## src/rtl/booth_div_seq.sv

```systemverilog
// Sequential signed divider: restoring division on magnitudes, one quotient bit per clock,
// with sign fix-up, quotient saturation on overflow and a start/done handshake.
module booth_div_seq #(
    parameter int D_IN = 8
) (
    input  logic              clk,
    input  logic              rst_n,
    input  logic              start,
    input  logic [2*D_IN-1:0] dividend,
    input  logic [D_IN-1:0]   divisor,
    output logic              ready,
    output logic              done,
    output logic [D_IN-1:0]   quotient,
    output logic [D_IN-1:0]   remainder,
    output logic              div_by_zero,
    output logic              overflow,
    output logic [31:0]       count
);

    localparam int DW = 2 * D_IN;
    localparam int IW = $clog2(DW);
    localparam logic [DW-1:0] Q_POS_MAX = DW'((1 << (D_IN - 1)) - 1);
    localparam logic [DW-1:0] Q_NEG_MAX = DW'(1 << (D_IN - 1));

    typedef enum logic [2:0] {
        S_IDLE = 3'd0,
        S_LOAD = 3'd1,
        S_RUN  = 3'd2,
        S_FIX  = 3'd3,
        S_DONE = 3'd4
    } state_t;

    state_t            state_r, state_s;
    logic [DW-1:0]     dvd_r;
    logic [D_IN-1:0]   dvs_r;
    logic [D_IN-1:0]   dvs_mag_r;
    logic [D_IN-1:0]   rem_r;
    logic [DW-1:0]     quo_r;
    logic              sign_q_r, sign_r_r;
    logic [IW-1:0]     iter_r;

    logic [D_IN:0]     rem_sh_s;
    logic              rem_ge_s;
    logic [D_IN-1:0]   rem_nx_s;
    logic [DW-1:0]     quo_nx_s;
    logic [D_IN-1:0]   q_fix_s, r_fix_s;
    logic              ovf_fix_s;

    logic              ready_r, ready_s, done_r, done_s;
    logic [D_IN-1:0]   quotient_r, quotient_s, remainder_r, remainder_s;
    logic              dbz_r, dbz_s, ovf_r, ovf_s;
    logic [31:0]       count_r, count_s;

    // Magnitude of the double-width dividend; the most negative value maps to 2^(DW-1) unsigned.
    function automatic logic [DW-1:0] mag_dividend(input logic [DW-1:0] v);
        if (v[DW-1]) begin
            return ~v + DW'(1);
        end else begin
            return v;
        end
    endfunction

    // Magnitude of the divisor; -2^(D_IN-1) still fits as an unsigned D_IN-bit value.
    function automatic logic [D_IN-1:0] mag_divisor(input logic [D_IN-1:0] v);
        if (v[D_IN-1]) begin
            return ~v + D_IN'(1);
        end else begin
            return v;
        end
    endfunction

    // State register.
    always_ff @(posedge clk or negedge rst_n) begin
        if (!rst_n) begin
            state_r <= S_IDLE;
        end else begin
            state_r <= state_s;
        end
    end

    // Next-state logic.
    always_comb begin
        state_s = state_r;
        case (state_r)
            S_IDLE: begin
                if (start) state_s = S_LOAD;
                else       state_s = S_IDLE;
            end
            S_LOAD: begin
                if (dvs_r == {D_IN{1'b0}}) state_s = S_DONE;
                else                       state_s = S_RUN;
            end
            S_RUN: begin
                if (iter_r == IW'(DW - 1)) state_s = S_FIX;
                else                       state_s = S_RUN;
            end
            S_FIX:   state_s = S_DONE;
            S_DONE:  state_s = S_IDLE;
            default: state_s = S_IDLE;
        endcase
    end

    // One restoring step; the partial remainder stays below |divisor| <= 2^(D_IN-1).
    always_comb begin
        rem_sh_s = {rem_r, quo_r[DW-1]};
        rem_ge_s = (rem_sh_s >= {1'b0, dvs_mag_r});
        if (rem_ge_s) begin
            rem_nx_s = D_IN'(rem_sh_s - {1'b0, dvs_mag_r});
        end else begin
            rem_nx_s = rem_sh_s[D_IN-1:0];
        end
        quo_nx_s = {quo_r[DW-2:0], rem_ge_s};
    end

    // Sign fix-up with range check; the negative side admits one extra magnitude.
    always_comb begin
        if (sign_q_r) begin
            ovf_fix_s = (quo_r > Q_NEG_MAX);
        end else begin
            ovf_fix_s = (quo_r > Q_POS_MAX);
        end
        if (ovf_fix_s) begin
            if (sign_q_r) q_fix_s = {1'b1, {(D_IN-1){1'b0}}};
            else          q_fix_s = {1'b0, {(D_IN-1){1'b1}}};
        end else if (sign_q_r) begin
            q_fix_s = ~quo_r[D_IN-1:0] + D_IN'(1);
        end else begin
            q_fix_s = quo_r[D_IN-1:0];
        end
        if (sign_r_r) begin
            r_fix_s = ~rem_r + D_IN'(1);
        end else begin
            r_fix_s = rem_r;
        end
    end

    // Operand capture and iteration datapath.
    always_ff @(posedge clk or negedge rst_n) begin
        if (!rst_n) begin
            dvd_r     <= {DW{1'b0}};
            dvs_r     <= {D_IN{1'b0}};
            dvs_mag_r <= {D_IN{1'b0}};
            rem_r     <= {D_IN{1'b0}};
            quo_r     <= {DW{1'b0}};
            sign_q_r  <= 1'b0;
            sign_r_r  <= 1'b0;
            iter_r    <= {IW{1'b0}};
        end else begin
            case (state_r)
                S_IDLE: begin
                    if (start) begin
                        dvd_r <= dividend;
                        dvs_r <= divisor;
                    end
                end
                S_LOAD: begin
                    dvs_mag_r <= mag_divisor(dvs_r);
                    quo_r     <= mag_dividend(dvd_r);
                    rem_r     <= {D_IN{1'b0}};
                    sign_q_r  <= dvd_r[DW-1] ^ dvs_r[D_IN-1];
                    sign_r_r  <= dvd_r[DW-1];
                    iter_r    <= {IW{1'b0}};
                end
                S_RUN: begin
                    rem_r  <= rem_nx_s;
                    quo_r  <= quo_nx_s;
                    iter_r <= iter_r + IW'(1);
                end
                default: begin
                end
            endcase
        end
    end

    // Next values for the registered outputs.
    always_comb begin
        quotient_s  = quotient_r;
        remainder_s = remainder_r;
        dbz_s       = dbz_r;
        ovf_s       = ovf_r;
        if (state_s == S_IDLE) ready_s = 1'b1;
        else                   ready_s = 1'b0;
        if (state_s == S_DONE) begin
            done_s  = 1'b1;
            count_s = count_r + 32'd1;
        end else begin
            done_s  = 1'b0;
            count_s = count_r;
        end
        case (state_r)
            S_IDLE: begin
                if (start) begin
                    dbz_s = 1'b0;
                    ovf_s = 1'b0;
                end else begin
                    dbz_s = dbz_r;
                    ovf_s = ovf_r;
                end
            end
            S_LOAD: begin
                if (dvs_r == {D_IN{1'b0}}) begin
                    quotient_s  = {D_IN{1'b1}};
                    remainder_s = dvd_r[D_IN-1:0];
                    dbz_s       = 1'b1;
                    ovf_s       = 1'b0;
                end else begin
                    quotient_s  = quotient_r;
                    remainder_s = remainder_r;
                end
            end
            S_FIX: begin
                quotient_s  = q_fix_s;
                remainder_s = r_fix_s;
                ovf_s       = ovf_fix_s;
                dbz_s       = 1'b0;
            end
            default: begin
            end
        endcase
    end

    // Output registers.
    always_ff @(posedge clk or negedge rst_n) begin
        if (!rst_n) begin
            ready_r     <= 1'b1;
            done_r      <= 1'b0;
            quotient_r  <= {D_IN{1'b0}};
            remainder_r <= {D_IN{1'b0}};
            dbz_r       <= 1'b0;
            ovf_r       <= 1'b0;
            count_r     <= 32'd0;
        end else begin
            ready_r     <= ready_s;
            done_r      <= done_s;
            quotient_r  <= quotient_s;
            remainder_r <= remainder_s;
            dbz_r       <= dbz_s;
            ovf_r       <= ovf_s;
            count_r     <= count_s;
        end
    end

    assign ready       = ready_r;
    assign done        = done_r;
    assign quotient    = quotient_r;
    assign remainder   = remainder_r;
    assign div_by_zero = dbz_r;
    assign overflow    = ovf_r;
    assign count       = count_r;

endmodule
```

## config.mk

```make
export PLATFORM = sky130hd
export DESIGN_NAME = booth_div_seq
export DESIGN_NICKNAME = d
export VERILOG_FILES = /design/src/rtl/booth_div_seq.sv
export SDC_FILE = /design/constraint.sdc
export NUM_CORES = 1
export LEC_CHECK = 0
export ABC_AREA = 1
export BUFFER_PORTS_ARGS = -buffer_cell sky130_fd_sc_hd__buf_4
export CORE_MARGIN = 2
export CORE_UTILIZATION = 55
export CTS_BUF_LIST = sky130_fd_sc_hd__clkbuf_4 sky130_fd_sc_hd__clkbuf_8
export DETAILED_ROUTE_END_ITERATION = 6
export MAX_ROUTING_LAYER = met4
export PLACE_DENSITY = 0.83
export SYNTH_ARGS = -nofsm -noshare
export SYNTH_HDL_FRONTEND = slang
export SYNTH_SLANG_ARGS = --single-unit
export TNS_END_PERCENT = 10
```

## constraint.sdc

```tcl
create_clock -name clk -period 1.8 [get_ports clk]
set_input_delay 0.18 -clock clk [delete_from_list [all_inputs] [get_ports clk]]
set_output_delay 0.18 -clock clk [all_outputs]
set_load 0.1 [all_outputs]
```

==> key figures, run 1 <==
STA
  • Hold WS: 0.0433 ns
  • Slew Limit Fails: 0
  • Worst Skew: 0.00986 ns
  • Max Clock Freq: about 550 MHz
  • Period utilization: 1.01
  • Final setup violation count: 1
  • Tmin final: 1.82 ns
  • Worst Slack Setup Final: -0.0205 ns
  • RSZ-0062 raised after global routing: yes
  • Worst rel slew slack: 0.651
  • Worst slew pin tran: 0.523 ns
  • Count of final hold-check violations: 0

Power
  • Power per cell area: around 1800 nW/um2
  • VDD IR max: 0.000922 V
  • Pleak: 4.12 nW
  • Total power: 15.2 mW

Synthesis
  • Fraction of the yosys area taken by sequential cells: 0.438
  • Async SR Flop Fraction: 1.00
  • Post-synth EDFFs: 0
  • Synthesized area: 6690 um2
  • Synth Register Bits: about 120
  • Ys Warns: 0
  • Synth top area share: 0.434
  • Synth cell count leaders: 259 x nand2_1, 116 x dfrtp_1, 106 x inv_1
  • Syn_nets: 945
  • Largest cells by area after synthesis: dfrtp_1 43%, nand2_1 15%, nand3_1 6.3%, inv_1 5.9%, nor2_1 5.7%
  • Dominant synthesized flop cell: dfrtp_1
  • Mapped Cells: about 900
  • Most instantiated library cell after synthesis: nand2_1
  • Synth cell types: 39
  • Syn Area/Cell: 7.41 um2
  • Area leader, netlist: dfrtp_1

Place
  • GPL Wtd Cong: 0.945
  • Hpwl dp: 12600 um
  • PortBufs: 78

Floorplanning
  • Ports: 79
  • Die area: 13100 um2
  • Num rows: 40
  • Die X: 114 um
  • Die Height: between 100 and 150 um
  • Core Area: 12000 um2
  • Starting density of the core: 0.559

Worst setup path
  • Critical Path AT: ~2.2 ns
  • Worst-path cell chain: inv_1, ha_4, nand2_1, nor2_1, nand2_1, nand3_1, nand3_2, buf_4, nand3_1, nand3_1, nand2_1
  • Crit-path max cell delay: 0.39 ns
  • Setup crit end kind: flip-flop
  • Slowest-stage cell, CP: dfrtp_1
  • CP Class: flip-flop to flip-flop
  • CP startpoint kind: flip-flop
  • Required time of the critical path: 2.18 ns
  • CP Max Fanout: 5

Clocking
  • Clk pin slew, worst setup/hold paths: approximately 0.060 ns
  • H-tree depth: 4
  • Root Driver: clkbuf_8
  • Sink Count: 117
  • Clk buf depth: 2
  • Num CTS Buffers: 17
  • CTS tree: yes
  • Later-pin clock latency in the skew report: 0.45 ns

Global routing
  • Vias in the first global route: 6283
  • GRT overflow: 0
  • Largest net degree at the start of global routing: between 40 and 50
  • Initial antenna violation count: 0
  • First-pass GRT wire length: 28800 um
  • GR Util All Layers: 0.288

Run status
  • Violated checks: setup timing
  • Status: finished, violations left

Routing
  • Final WL: 17700 um
  • DR vias/cell: 5.49
  • Post-route DRC: 0
  • Antenna Nets Post-Route: 0
  • Via count: 6592
  • DR pass1 iterations: 5
  • Wirelength per Cell: 14.8 um
  • Iter 0 DRT Violations: 654

Final layout
  • Area grow syn2layout: 26.3%
  • Multi-input gate area: 3320 um2
  • ANT cells: 0
  • Nets: about 1100
  • Storage cell area: a little under 3000 um2
  • Fill cell count: 931
  • Share of cells above drive strength 1: 0.185

Worst hold path
  • Hold crit path type: input pin to flip-flop

Run
  • Max-cap violations: 0
cell families (layout without fill, tap and decap cells):
| family | count (synthesis) | in the layout | share of synthesized area |
|---|---|---|---|
| xor+xnor | 37 | 37 | 0.0484 |
| buf+inv | 135 | 286 | 0.0804 |
| compound gates | 114 | 114 | 0.0976 |
| flops | 117 | 117 | 0.438 |
| simple gates | 484 | 484 | 0.305 |
| fa+ha+maj | 15 | 15 | 0.0292 |
| mux | 1 | 1 | 0.00168 |
flip-flops by register name, indices dropped and copies added (netlist names), 8 cells and up:
register	flops
count	32
dvd_r	16
quo_r	16
dvs_mag_r	8
dvs_r	8
quotient	8
rem_r	8
remainder	8
cells in the final DEF (no fill, tap or decap), types with 5 or more instances in the layout:
cell type / instances
a21oi_1: 42
buf_4: 117
clkbuf_4: 5
clkbuf_8: 23
dfrtp_1: 98
dfrtp_2: 16
dlygate4sd3_1: 24
ha_1: 8
ha_4: 6
inv_1: 104
nand2_1: 259
nand3_1: 82
nand3b_1: 6
nand4_1: 14
nor2_1: 99
nor3_1: 13
o211ai_1: 5
o21ai_0: 36
o21bai_1: 7
o221ai_1: 5
o22ai_1: 9
xnor2_1: 13
xor2_1: 24
layer usage:
| metal | vias to the layer above | part of all wire | global-route usage |
|---|---|---|---|
| met3 | 42 | 0.056 | 0.0487 |
| met4 | 0 | 0.032 | 0.123 |
| li1 | 3190 | - | - |
| met5 | - | 0 | - |
| met2 | 259 | 0.50 | 0.481 |
| met1 | 3101 | 0.41 | 0.346 |
report_power, final:
part           switching [mW]  internal (mW)  leakage (nW)
combinational            5.76           2.83          2.50
sequential              0.750           3.58          1.42
clock                    1.02           1.24         0.200
path summary, 6_finish.rpt:
path                              start          end  slack, ns  cells after the start
max in group asynchronous         rst_n  quotient[5]       1.07                      3
max                        dvs_mag_r[4]     rem_r[5]      -0.02                     11
min in group asynchronous         rst_n   state_r[2]       0.17                      2
max reg2reg                dvs_mag_r[4]     rem_r[5]      -0.02                     11
min reg2reg                   iter_r[3]    iter_r[3]       0.48                      1
min                         dividend[2]     dvd_r[2]       0.04                      3
per-stage QoR:
| stage | area (um2) | worst slack [ns] | utilization | TNS (ns) | instances |
|---|---|---|---|---|---|
| global placement | 7700 | 0.00451 | 0.644 | 0 | 1143 |
| CTS | 8330 | 0.0159 | 0.697 | 0 | 1199 |
| floorplan | 6720 | -0.180 | - | -0.814 | 903 |
| detailed placement | 7700 | 0.00294 | 0.644 | 0 | 1143 |
| global route | 8450 | -0.0933 | 0.707 | -0.409 | 1201 |
| finish | 8450 | -0.0205 | 0.707 | -0.0205 | 1201 |
critical path, delay by kind of cell, from the launching register on:
kind                       cells  cell delay [ns]
adders and majority gates      1             0.29
DFF                            1             0.39
buffers and inverters          2             0.26
and+or+nand+nor                8             0.81
repair_timing:
action | CTS | global route
cloned | 0 | 1
resized for setup | 1 | 17
hold endpoints to repair | 140 | 0
pin swaps | 0 | 2
endpoints found under the setup margin | 3 | 18
hold buffers | 24 | 0
buffers inserted | 0 | 1
final cells by class:
cell class | instances | area share
Clock inverter | 4 | 0.00266
Timing Repair Buffer | 145 | 0.142
Inverter | 109 | 0.0484
Clock buffer | 28 | 0.0419
Sequential cell | 117 | 0.350
Multi-Input combinational cell | 651 | 0.393
Tap cell | 147 | 0.0218
No activity file was read; power rests on OpenSTA's default activity.
==> run 2: changes to the inputs <==
--- a/config.mk
+++ b/config.mk
@@ -12,7 +12,7 @@
 export CTS_BUF_LIST = sky130_fd_sc_hd__clkbuf_4 sky130_fd_sc_hd__clkbuf_8
 export DETAILED_ROUTE_END_ITERATION = 6
 export MAX_ROUTING_LAYER = met4
-export PLACE_DENSITY = 0.83
+export PLACE_DENSITY = 0.8
 export SYNTH_ARGS = -nofsm -noshare
 export SYNTH_HDL_FRONTEND = slang
 export SYNTH_SLANG_ARGS = --single-unit
==> constraint.sdc (replaced) <==
create_clock -name clk -period 2.2 [get_ports clk]
set_input_delay 0.44 -clock clk [delete_from_list [all_inputs] [get_ports clk]]
set_output_delay 0.44 -clock clk [all_outputs]
set_load 0.1 [all_outputs]
==> run 2 against run 1 <==
Clock skew increased by 0.0028 ns. Sequential power down 18%. Count of clock-buffer cells in the layout is 7 lower. Global-route usage shrank 1.7 points. Critical path depth is 1 lower. The run now ends clean. Clock power decreased by 4%. Routed wire length down 9.6%. Maximum frequency fell by 5.6%. Total power fell by 20%.
==> key figures, run 2 (same netlist as run 1, synthesis figures left out) <==
STA
  • Max Clock Freq: 519 MHz (-5.6%)
  • Tmin final: 1.93 ns (+0.107 ns)
  • Count of final hold-check violations: 0 (unchanged)
  • Worst Skew: 0.0127 ns (+0.00282 ns)
  • Final setup violation count: 0 (-1)
  • RSZ-0062 raised after global routing: no
  • Slew Limit Fails: 0 (unchanged)
  • Worst slew pin tran: 0.522 ns (-0.000335 ns)
  • Period utilization: 0.876 (-0.135)
  • Final setup TNS: 0 ns (+0.0205 ns)
  • Worst rel slew slack: 0.651 (about the same)

Clocking
  • Sink Count: 117 (unchanged)
  • Clk buf depth: 2 (unchanged)
  • CTS tree: yes
  • Num CTS Buffers: 17 (unchanged)
  • Root Driver: clkbuf_8
  • Postcts setup bufs: 0 (unchanged)
  • Clk pin slew, worst setup/hold paths: 0.07 ns (about the same)
  • H-tree depth: 4 (unchanged)
  • Later-pin clock latency in the skew report: 0.45 ns (about the same)

Place
  • Area post-placement: 7510 um2 (-2.6%)
  • PortBufs: 78 (unchanged)
  • GPL Wtd Cong: 0.984 (+4.2%)
  • Hpwl dp: 12200 um (-3.4%)
  • Dpl cells: 1120 (-2.0%)

Worst setup path
  • Top Family by Delay on Critical Path: simple AND/OR/NAND/NOR gates
  • CP Class: flip-flop to flip-flop
  • Crit path from: rem_r[3]
  • Crit path depth: 10 (-1)
  • Crit-path max cell delay: 0.42 ns (+0.03 ns)
  • R2R cell count: 10 (-1)
  • R2r setup slk: 0.27 ns (+0.29 ns)
  • Critical Path AT: 2.31 ns (+0.11 ns)
  • FF-to-FF End: rem_r[0]
  • Worst-path cell chain: ha_1, nand2_1, inv_1, nand2_1, nand2_1, nand2_1, nand4_1, nand2_1, nand3_1, nand2_1
  • Worst reg2reg path startpoint: rem_r[3]
  • Setup crit end kind: flip-flop
  • CP startpoint kind: flip-flop
  • CP Max Fanout: 9 (+4)
  • CP most frequent cell: nand2_1
  • CP Capture Point: rem_r[0]
  • Required time of the critical path: 2.58 ns (+0.40 ns)
  • WP buf/inv: 1 (-1)
  • Slowest-stage cell, CP: dfrtp_1

Routing
  • Wirelength per Cell: 13.9 um (-5.8%)
  • DR vias/cell: 5.34 (-2.7%)
  • Antenna Nets Post-Route: 0 (unchanged)
  • Post-route DRC: 0 (unchanged)
  • Via count: 6151 (-6.7%)
  • Iter 0 DRT Violations: 687 (+5.0%)
  • Final WL: 16000 um (-9.6%)
  • DR pass1 iterations: 5 (unchanged)

Global routing
  • GRT overflow: 0 (unchanged)
  • GR Util All Layers: 0.271 (-0.0171)
  • First-pass GRT wire length: 27000 um (-6.2%)
  • Vias in the first global route: 5679 (-9.6%)
  • Initial antenna violation count: 0 (unchanged)
  • Largest net degree at the start of global routing: 37 (-24%)

Final layout
  • Final cell count without fillers: 1152 (-4.1%)
  • Share of cells above drive strength 1: 0.139 (-0.0457)
  • Multi-input gate area: 3230 um2 (-2.8%)
  • Design area: 7950 um2 (-5.9%)
  • ANT cells: 0 (unchanged)
  • Fill cell count: 1033 (+11%)
  • Most frequent cells in the layout: 259 x nand2_1, 114 x dfrtp_1, 106 x inv_1
  • Commonest non-fill, non-tap cell in the layout: nand2_1
  • Area grow syn2layout: 18.8%
  • Nets: 1035 (-4.4%)
  • Largest register FFs: 32 (unchanged)
  • Storage cell area: 2930 um2 (-0.85%)

Power
  • VDD IR max: 0.000732 V (-21%)
  • Pleak: 3.95 nW (-4.0%)
  • Power per cell area: 1520 nW/um2 (-15%)

Floorplanning
  • Num rows: 40 (unchanged)
  • Starting density of the core: 0.559 (unchanged)
  • Die area: 13100 um2 (unchanged)
  • Die X: 114 um (unchanged)
  • Ports: 79 (unchanged)
  • Die Height: 114 um (unchanged)
  • Core Area: 12000 um2 (unchanged)

Worst hold path
  • Hold Path Origin: dividend[10]
  • Hold crit path type: input pin to flip-flop

Run
  • Max-cap violations: 0 (unchanged)

Run status
  • Status: complete, no violations
## run 2: changes by cell type in the layout (fill, tap and decap cells not counted), sizes merged
cell,delta
clkbuf,-8
dlygate4sd3,-23
bufinv,+4
clkinvlp,-1
clkinv,+3
buf,-24
## run 2: worst min-delay path by stage
stage / to / slack, ns / cells after the start
5_1_grt: dvs_r[7] / 0.22 / 2
3_5_place_dp: count[0] / 0.39 / 1
3_3_place_gp: count[0] / 0.40 / 1
6_report: dvd_r[10] / 0.24 / 3
4_1_cts: dvs_r[7] / 0.22 / 2
2_1_floorplan: count[0] / 0.14 / 0
## run 2: per-stage QoR
stage                     hold WS (ns)  total power, mW  setup slack (ns)   util
after floorplan                  0.144             8.38            0.0101      -
after global placement           0.396             9.83             0.253  0.628
after detailed placement         0.395             9.89             0.211  0.628
after CTS                        0.215             12.1             0.194  0.664
after global routing             0.217             13.0            0.0559  0.665
final                            0.239             12.1             0.273  0.665
## run 2: metal layers
layer  GRT usage  share of wire  vias to the layer above
li1            -              -                     3090
met1       0.350           0.45                     2825
met2       0.419           0.46                      204
met3      0.0598          0.059                       32
met4       0.103          0.027                        0
met5           -              0                        -
## run 2: final cells by class
type | count | share of cell area
multi-input cells | 651 | 0.406
flip-flops and latches | 117 | 0.369
clock buffers | 21 | 0.0348
inverters | 109 | 0.0514
clock inverters | 10 | 0.0194
repair buffers | 97 | 0.0966
well taps | 147 | 0.0231
## run 2: where the power goes
part | internal [mW] | switching, mW
sequential | 2.92 | 0.648
clock | 1.30 | 0.854
combinational | 1.94 | 4.43
## run 2: worst reg2reg max path: cells and delay by family (launching register included)
family	cells	cell delay (ns)
simple gates	8	1.04
buf+inv	1	0.05
fa+ha+maj	1	0.35
flops	1	0.42
## run 2: timing repair
action                                 in CTS  in global routing
setup endpoints to repair                   0                  2
endpoints found under the hold margin      25                  0
resized for setup                           0                  1
hold buffers                                1                  0
==> run 3: changes to the inputs <==
--- a/config.mk
+++ b/config.mk
@@ -6,13 +6,13 @@
 export NUM_CORES = 1
 export LEC_CHECK = 0
 export ABC_AREA = 1
-export BUFFER_PORTS_ARGS = -buffer_cell sky130_fd_sc_hd__buf_4
 export CORE_MARGIN = 2
 export CORE_UTILIZATION = 55
 export CTS_BUF_LIST = sky130_fd_sc_hd__clkbuf_4 sky130_fd_sc_hd__clkbuf_8
 export DETAILED_ROUTE_END_ITERATION = 6
+export DONT_BUFFER_PORTS = 1
 export MAX_ROUTING_LAYER = met4
-export PLACE_DENSITY = 0.8
+export PLACE_DENSITY = 0.74
 export SYNTH_ARGS = -nofsm -noshare
 export SYNTH_HDL_FRONTEND = slang
 export SYNTH_SLANG_ARGS = --single-unit
==> run 3 against run 2 <==
The run now ends with hold timing left. Combinational power fell by 1%. Clock skew rose by 0.0011 ns. Non-clock buffer count fell by 34. Count of clock-buffer cells in the layout rose by 2. Register-to-register slack got worse by 0.02 ns. Global-route usage rose by 0.59 points. Worst hold slack got worse by 0.55 ns. First-iteration DRC count fell by 28%. Maximum frequency fell by 0.82%.
==> key figures, run 3 (same netlist as run 1, synthesis figures left out) <==
Run status
  • Status: finished, violations left
  • Violated checks: hold timing

Place
  • Hpwl dp: 12100 um (-0.94%)
  • GPL Wtd Cong: 0.904 (-8.1%)
  • PortBufs: 0 (-100%)

Floorplanning
  • Num rows: 40 (unchanged)
  • Core Area: 12000 um2 (unchanged)
  • Die Height: 114 um (unchanged)
  • Die X: 114 um (unchanged)
  • Ports: 79 (unchanged)
  • Die area: 13100 um2 (unchanged)
  • Starting density of the core: 0.559 (unchanged)

Power
  • Total power: 12.0 mW (-0.96%)
  • Pint: 6.03 mW (-2.1%)
  • Pleak: 3.77 nW (-4.7%)
  • VDD IR max: 0.000903 V (+23%)
  • Sw power: 5.94 mW (+0.20%)
  • Clock power frac: 0.177 (-0.002)
  • Logic pwr share: 0.524 (-0.003)
  • Sw Ratio: 0.496 (+0.00572)
  • Seq pwr share: 0.300 (+0.005)
  • Power per cell area: 1560 nW/um2 (+2.8%)

Final layout
  • ANT cells: 0 (unchanged)
  • Share of cells above drive strength 1: 0.112 (-0.0272)
  • Nets: 1001 (-3.3%)
  • Fill cell count: 1060 (+2.6%)
  • Largest register FFs: 32 (unchanged)
  • Area grow syn2layout: 14.5%
  • Most frequent cells in the layout: 259 x nand2_1, 114 x dfrtp_1, 106 x inv_1
  • Commonest non-fill, non-tap cell in the layout: nand2_1

Routing
  • Post-route DRC: 0 (unchanged)
  • Wirelength per Cell: 14.8 um (+6.0%)
  • Via count: 6034 (-1.9%)
  • Final WL: 16500 um (+3.0%)
  • DR pass1 iterations: 5 (unchanged)
  • Antenna Nets Post-Route: 0 (unchanged)
  • DR vias/cell: 5.39 (+0.99%)
  • Iter 0 DRT Violations: 494 (-28%)

Clocking
  • Root Driver: clkbuf_8
  • Clk buf depth: 2 (unchanged)
  • H-tree depth: 4 (unchanged)
  • Clk pin slew, worst setup/hold paths: 0.07 ns (about the same)
  • CTS resizes: 0 (unchanged)
  • Num CTS Buffers: 17 (unchanged)
  • Sink Count: 117 (unchanged)
  • CTS tree: yes
  • Later-pin clock latency in the skew report: 0.45 ns (about the same)
  • Postcts setup bufs: 0 (unchanged)

Worst setup path
  • Worst reg2reg path startpoint: rem_r[3]
  • CP Class: flip-flop to flip-flop
  • CP Max Fanout: 9 (unchanged)
  • R2R cell count: 10 (unchanged)
  • CP startpoint kind: flip-flop
  • Crit path from: rem_r[3]
  • Required time of the critical path: 2.58 ns (about the same)
  • Critical Path AT: 2.32 ns (about the same)
  • Setup crit end kind: flip-flop

Global routing
  • Vias in the first global route: 5610 (-1.2%)
  • Largest net degree at the start of global routing: 118 (+220%)
  • GR Util All Layers: 0.277 (+0.00593)
  • First-pass GRT wire length: 27400 um (+1.6%)
  • GRT overflow: 0 (unchanged)
  • Initial antenna violation count: 0 (unchanged)

Run
  • Max-cap violations: 0 (unchanged)

STA
  • Hold WS: -0.310 ns (-0.549 ns)
  • Count of final hold-check violations: 117 (+117)
  • Final setup violation count: 0 (unchanged)
  • Max Clock Freq: 515 MHz (-0.82%)
  • Tmin final: 1.94 ns (+0.0159 ns)
  • Final setup TNS: 0 ns (unchanged)
  • Worst Skew: 0.0138 ns (+0.00111 ns)
  • Worst rel slew slack: 0.613 (-0.0383)
  • RSZ-0062 raised after global routing: no
  • Period utilization: 0.883 (+0.00722)
  • Slew Limit Fails: 0 (unchanged)
  • Worst slew pin tran: 0.576 ns (+0.0537 ns)

Worst hold path
  • Hold crit path type: input pin to asynchronous set/reset pin
## run 3: power groups by stage
stage	Sequential [mW]	Clock, mW	Combinational [mW]
after floorplan	4.79	0	3.59
after global placement	3.58	0	6.18
after detailed placement	3.61	0	6.23
after CTS	3.57	2.14	6.26
after global routing	3.69	2.22	6.93
final	3.59	2.11	6.27
## run 3: layout make-up
| cell class | instances | area, um2 | area share |
|---|---|---|---|
| multi-input combinational | 651 | 3230 | 0.421 |
| timing repair buffer | 63 | 485 | 0.0634 |
| tap | 147 | 184 | 0.0240 |
| clock buffer | 23 | 298 | 0.0389 |
| sequential | 117 | 2930 | 0.383 |
| inverter | 109 | 409 | 0.0534 |
| clock inverter | 9 | 125 | 0.0163 |
## run 3: path summary, 6_finish.rpt
kind                                 to  slack, ns
min reg2reg                dvs_mag_r[6]       0.49
min                            count[8]      -0.31
max reg2reg                    rem_r[6]       0.26
max                            rem_r[6]       0.26
min in group clk               dvs_r[7]       0.14
max in group asynchronous         ready       2.29
## run 3: stage by stage
stage / instances / util / instance area [um2] / worst slack [ns]
after global placement: 1087 / 0.605 / 7240 / 0.327
after global routing: 1119 / 0.641 / 7660 / 0.0948
final: 1119 / 0.641 / 7660 / 0.257
after detailed placement: 1087 / 0.605 / 7240 / 0.265
after floorplan: 903 / - / 6690 / 0.0101
after CTS: 1119 / 0.641 / 7660 / 0.241
## run 3: metal layers
| layer | vias up | global-route usage | part of all wire | wire length, um |
|---|---|---|---|---|
| li1 | 3037 | - | - | - |
| met1 | 2776 | 0.367 | 0.46 | 7530 |
| met2 | 193 | 0.424 | 0.47 | 7680 |
| met3 | 28 | 0.0614 | 0.061 | 999 |
| met4 | 0 | 0.0935 | 0.018 | 289 |
| met5 | - | - | 0 | 0 |
## run 3: worst max-delay path, cell delays in order, from the launching register on
cell and delay [ns]:
dfrtp_1 0.42, ha_1 0.35, nand2_1 0.14, inv_1 0.05
nand2_1 0.10, nand2_1 0.06, nand2_1 0.06, nand4_1 0.36
nand2_1 0.19, nand3_1 0.08, nand2_1 0.07
